### src/rtl/y_adder.sv
// Registered WIDTH-bit ripple-carry adder with carry-in, carry-out, signed overflow
// and zero flags; one cycle of latency, strobed by out_valid.
module y_adder #(
    parameter int unsigned WIDTH = 32
) (
    input  logic             clk,
    input  logic             rst,
    input  logic             in_valid,
    input  logic [WIDTH-1:0] a,
    input  logic [WIDTH-1:0] b,
    input  logic             cin,
    output logic [WIDTH-1:0] z,
    output logic             cout,
    output logic             ovf,
    output logic             zero,
    output logic             out_valid
);

    logic [WIDTH-1:0] sum;
    logic             carry_out;
    logic             carry_msb;

    // Each cell owns its carry signals so the chain is a set of distinct nets
    // rather than one self-referencing vector.
    for (genvar gi = 0; gi < WIDTH; gi++) begin : g_cell
        logic c_in;
        logic c_out;
        logic p;

        if (gi == 0) begin : g_first
            assign c_in = cin;
        end else begin : g_rest
            assign c_in = g_cell[gi-1].c_out;
        end

        assign p       = a[gi] ^ b[gi];
        assign sum[gi] = p ^ c_in;
        assign c_out   = (a[gi] & b[gi]) | (c_in & p);
    end

    assign carry_out = g_cell[WIDTH-1].c_out;
    assign carry_msb = g_cell[WIDTH-1].c_in;

    always_ff @(posedge clk or posedge rst) begin
        if (rst) begin
            z         <= '0;
            cout      <= 1'b0;
            ovf       <= 1'b0;
            zero      <= 1'b0;
            out_valid <= 1'b0;
        end else begin
            out_valid <= in_valid;
            if (in_valid) begin
                z    <= sum;
                cout <= carry_out;
                ovf  <= carry_out ^ carry_msb;
                zero <= ~|sum;
            end
        end
    end

endmodule

### config.mk
export PLATFORM = sky130hd
export DESIGN_NAME = y_adder
export DESIGN_NICKNAME = d
export VERILOG_FILES = /design/src/rtl/y_adder.sv
export SDC_FILE = /design/constraint.sdc
export NUM_CORES = 1
export LEC_CHECK = 0
export BUFFER_PORTS_ARGS = -buffer_cell sky130_fd_sc_hd__buf_2
export CORE_MARGIN = 3
export CORE_UTILIZATION = 42
export CTS_CLUSTER_DIAMETER = 80
export CTS_CLUSTER_SIZE = 10
export DETAILED_ROUTE_END_ITERATION = 10
export GPL_ROUTABILITY_DRIVEN = 0
export PLACE_DENSITY_LB_ADDON = 0.15
export SYNTH_ARGS = -nofsm -noshare
export SYNTH_HDL_FRONTEND = slang
export SYNTH_SLANG_ARGS = --single-unit
### constraint.sdc
create_clock -name clk -period 0.8 [get_ports clk]
set_input_delay 0.04 -clock clk [delete_from_list [all_inputs] [get_ports clk]]
set_output_delay 0.04 -clock clk [all_outputs]
set_load 0.02 [all_outputs]
### After elaboration in Yosys (flattened, before gate mapping)

Index checks and enable logic that the tools add are counted.

* bits in registers: 36
* latch bits: 0
* memory bits (writable): 0
* bits in read-only memories: 0
* word-level logic and storage cells: 168
* memories kept: 0

* $add $sub $neg: 0
* multiply operators: 0
* div/mod/pow operators: 0
* magnitude comparators: 0
* eq/ne operators: 0
* shifts and indexed selects: 0
* muxes and demuxes: 0
* bitwise operators: 161
* reduce and logical (&&, ||, !) cells: 2

Operator list (number)
* $xor 1x1->1: 65
* $and 1x1->1: 64
* $or 1x1->1: 32
* $reduce_or 32->1: 1
* $logic_not 1->1: 1

### Depth between registers and ports, before layout

* depth after elaboration: 66
* depth in mapped cells: 40
* depth with buffers taken out: 40

### Worst setup path before layout

OpenSTA, ideal clock, no wires.

* path kind: input to register
* from: in a[0]
* to: reg zero
* library setup time: 0.123 ns
* arrival time: 12.311 ns
* path slack: -11.634 ns
* stages: 40
* path buffers: 0
* cells stage by stage: inv_1 fa_1 inv_1 fa_1 fa_1 fa_1 fa_1 fa_1 fa_1 fa_1 fa_1 fa_1 fa_1 fa_1 fa_1 fa_1 fa_1 fa_1 [4 not listed] fa_1 fa_1 fa_1 fa_1 fa_1 fa_1 fa_1 fa_1 inv_1 fa_1 inv_1 fa_1 fa_1 inv_1 fa_1 nor4bb_1 nand4_1 o31ai_2

* cells in the longest elaborated chain, start to end: 66
* elaborated cells between the ends (all ways): 98
* those cells by class: bitwise (96); reduce/logical (2)

RTL lines
* start: declaration: RTL line 9 `input logic [WIDTH-1:0] a,`
* $xor 1x1->1: RTL line 36 `assign p = a[gi] ^ b[gi];`
* $and 1x1->1: RTL line 38 `assign c_out = (a[gi] & b[gi]) | (c_in & p);`
* $or 1x1->1: RTL line 38
* $and 1x1->1: RTL line 38
* $or 1x1->1: RTL line 38
* $and 1x1->1: RTL line 38
* $or 1x1->1: RTL line 38
* $and 1x1->1: RTL line 38
* [50 not listed]
* $or 1x1->1: RTL line 38
* $and 1x1->1: RTL line 38
* $or 1x1->1: RTL line 38
* $and 1x1->1: RTL line 38
* $or 1x1->1: RTL line 38
* $xor 1x1->1: RTL line 37 `assign sum[gi] = p ^ c_in;`
* $reduce_or 32->1 *: RTL line 57 `zero <= ~|sum;`
* $logic_not 1->1 *: RTL line 57
* end signal: assignment: RTL line 57
* end: declaration: RTL line 15 `output logic zero,`

Every way passes the cells marked *; elsewhere a longest branch is shown, timed or not.
A chain may end at the register's enable or synchronous reset.

### Worst setup path after layout

Ends and elaborated chain as after synthesis.

==> results by group <==
Timing
  – Max Clock Skew: 0 ns
  – RSZ-0062 raised after global routing: yes
  – Hold_ws: 0.122 ns
  – Post-route setup slack: -10.76 ns
  – Final TNS setup: -200.16 ns
  – Slew @ Worst Pin: 0.377 ns
  – Fmax: 86.5 MHz
  – # setup viols final: 70
  – Fin crit share: 1450%
  – Final hold viol count: 0
  – Period minus WS final: 11.56 ns
  – Worst rel slew slack: 74.6%
  – Slew Viols, Final: 0

Synth
  – Synth unique cells: 16
  – Seq cells post-synth: 36
  – Post-Syn Area: 2120 µm²
  – Syn avg cell area: 15.5 µm²
  – Share of synthesized registers carrying an async set or reset: 100%
  – Warnings from Yosys: 0
  – Synth Net Count: 237
  – Count leader, synth: dfrtp_1
  – Synth top cells by count: dfrtp_1 (36), fa_1 (32), mux2_2 (30)
  – Area leader, netlist: dfrtp_1
  – Sequential share of the synthesized area: 42.5%
  – Top post-synthesis cells by area: dfrtp_1 (42%), fa_1 (30%), mux2_2 (16%)
  – Top-area cell type share of the netlist area: 42.5%
  – Main synth FF type: dfrtp_1
  – Post-synth EDFFs: 0
  – Synth Instances: 137

Cells and area
  – Fillers: 364
  – ANT cells: 0
  – Flip-flop and latch area: 901 µm²
  – Final Instance Area: 3400 µm²
  – Layout area overhead: 60.2%
  – Multi-input logic area: 1330 µm²
  – Layout cells sized above 1: 75.6%
  – Layout Utilization: 70.5%
  – Net count, final: 357

Worst setup path
  – Crit path largest cell delay: 0.44 ns
  – CP most frequent cell: fa_2
  – Worst path arrival time: 11.73 ns
  – R2R cell count: 1
  – Number of cells on the critical path: 42
  – CP Launch Type: input pin
  – Highest-delay cell along the critical path: fa_2
  – CP Max Fanout: 2
  – Worst r2r src: z[9]$_DFFE_PP0P_
  – Critical path's top delay family: adder cells
  – Worst Path Buf+Inv: 7
  – WS Path Type: in2reg
  – WP data required: 0.97 ns
  – Crit. End Element: flop
  – Reg-to-Reg End: z[9]$_DFFE_PP0P_
  – Critical path origin: a[0]
  – Flop-to-flop setup slack: -0.01 ns
  – Critical Path Sink: zero$_DFFE_PP0P_

Route
  – DR vias/cell: 4.55
  – Routed WL: 4980 µm
  – Post-route ant nets: 0
  – WL/cell: 15.3 µm
  – DR DRC count: 0
  – Total number of vias: 1,480
  – 1st-iter DRT viols: 33
  – TritonRoute pass-1 iters: 4

Clock tree
  – Longest Clk Path Bufs: 2
  – Worst-path clk slew: 0.07 ns
  – Root Buffer: clkbuf_8
  – Inserted Clock Buffers: 5
  – CTS tree: done
  – CTS sink cnt: 36
  – Clk Latency, worst-skew pair: 0.27 ns
  – H-Tree Depth: 2

Floorplan
  – Die Height: 77.1 µm
  – Site Rows: 25
  – Core Region: 4820 µm²
  – Die area: 5940 µm²
  – Io pins: 104
  – Initial Util: 44.0%
  – Chip Width: 77.1 µm

GRT
  – Antenna violations before repair: 0
  – Global routing's busiest layer: met2
  – Grt met2 use: 30.7%
  – Global-route wire length before repair: 8290 µm
  – GR met1 Demand/Resource: 23.4%
  – Tot GR Track Use: 18.3%
  – Largest net degree at the start of global routing: 27
  – Vias in the first global route: 1,679
  – Total gr overflow: 0
  – GR Util met3: 4.93%

Run
  – # Max-Cap Violations: 0

Placement
  – I/O Buffers: 103
  – Placed Area: 3000 µm²
  – Detailed-placement wirelength estimate: 3920 µm

Outcome
  – Failing checks: negative setup slack
  – Outcome: complete, but fails checks

Power and ir drop
  – Pwr/cell area: 2140 nW/µm²
  – Tot Pwr: 7260 µW
  – LEAKAGE: 0.00162 µW
  – Worst vdd ir: 1.26 mV

Min path
  – Hold Crit Class: in2reg
## routing by layer
layer | wire (µm) | vias up | part of all wire (%)
li1 | - | 687 | -
met1 | 2050 | 729 | 41
met2 | 2560 | 59 | 51
met3 | 322 | 5 | 6.5
met4 | 39 | 0 | 0.78
met5 | 0 | - | 0
## per-stage QoR
| step | setup WS (ns) | std cells |
|---|---|---|
| floorplan | -10.51 | 137 |
| global placement | -11.22 | 312 |
| detailed placement | -11.31 | 312 |
| CTS | -10.81 | 323 |
| global route | -11.09 | 325 |
| finish | -10.76 | 325 |
## cell usage in the layout (no fill, tap or decap)
master,instances
buf_12,4
inv_12,1
nand2_1,1
buf_4,9
mux2i_1,4
buf_2,65
buf_6,38
mux2_2,1
inv_6,1
dfrtp_1,36
nor4b_2,1
mux2_4,29
inv_1,8
nand2b_1,1
clkinvlp_4,1
nor4_1,5
o31ai_2,1
clkbuf_1,2
clkbuf_8,6
dlygate4sd3_1,1
fa_2,32
nand4_1,2
nor2_1,2
xnor2_1,1
inv_2,5
nor4bb_4,1
## sequential cells by signal (all words and copies together) (netlist names)
| signal | flops |
|---|---|
| cout | 1 |
| out_valid | 1 |
| ovf | 1 |
| z | 32 |
| zero | 1 |
## timing repair
action / in CTS / in global routing
endpoints found under the hold margin: 36 / 0
hold buffers: 1 / 0
pin swaps: 2 / 0
setup endpoints to repair: 70 / 70
gates resized for setup: 82 / 2
setup buffers: 3 / 3
## cell families (layout without fill, tap and decap cells)
family / count (synthesis) / in the layout / share of synthesized area [%]
compound gates: 1 / 1 / 0.590
xor+xnor: 1 / 1 / 0.413
fa+ha+maj: 32 / 32 / 30.2
buf+inv: 20 / 141 / 4.42
flops: 36 / 36 / 42.5
mux: 34 / 34 / 17.8
simple gates: 13 / 13 / 4.07
## area by class of cell
cell class,count,area share (%)
multi-input combinational,81,39.2
timing repair buffer,117,26.8
sequential,36,26.5
clock buffer,8,2.65
tap,67,2.47
inverter,16,2.39
## power breakdown
part           internal (µW)  switching, µW
clock network            703            622
registers               2250            329
logic                   1930           1430
total                   4880           2380
## worst min-delay path by stage
stage / start / slack (ns) / depth (start not counted) / end
2_1_floorplan: rst / -0.007 / 1 / cout$_DFFE_PP0P_
3_3_place_gp: rst / 0.01 / 2 / z[7]$_DFFE_PP0P_
3_5_place_dp: rst / 0.01 / 2 / z[7]$_DFFE_PP0P_
4_1_cts: in_valid / 0.12 / 2 / out_valid$_DFF_PP0_
5_1_grt: in_valid / 0.12 / 2 / out_valid$_DFF_PP0_
6_report: in_valid / 0.12 / 2 / out_valid$_DFF_PP0_
Power figures use the tool's default switching activity.
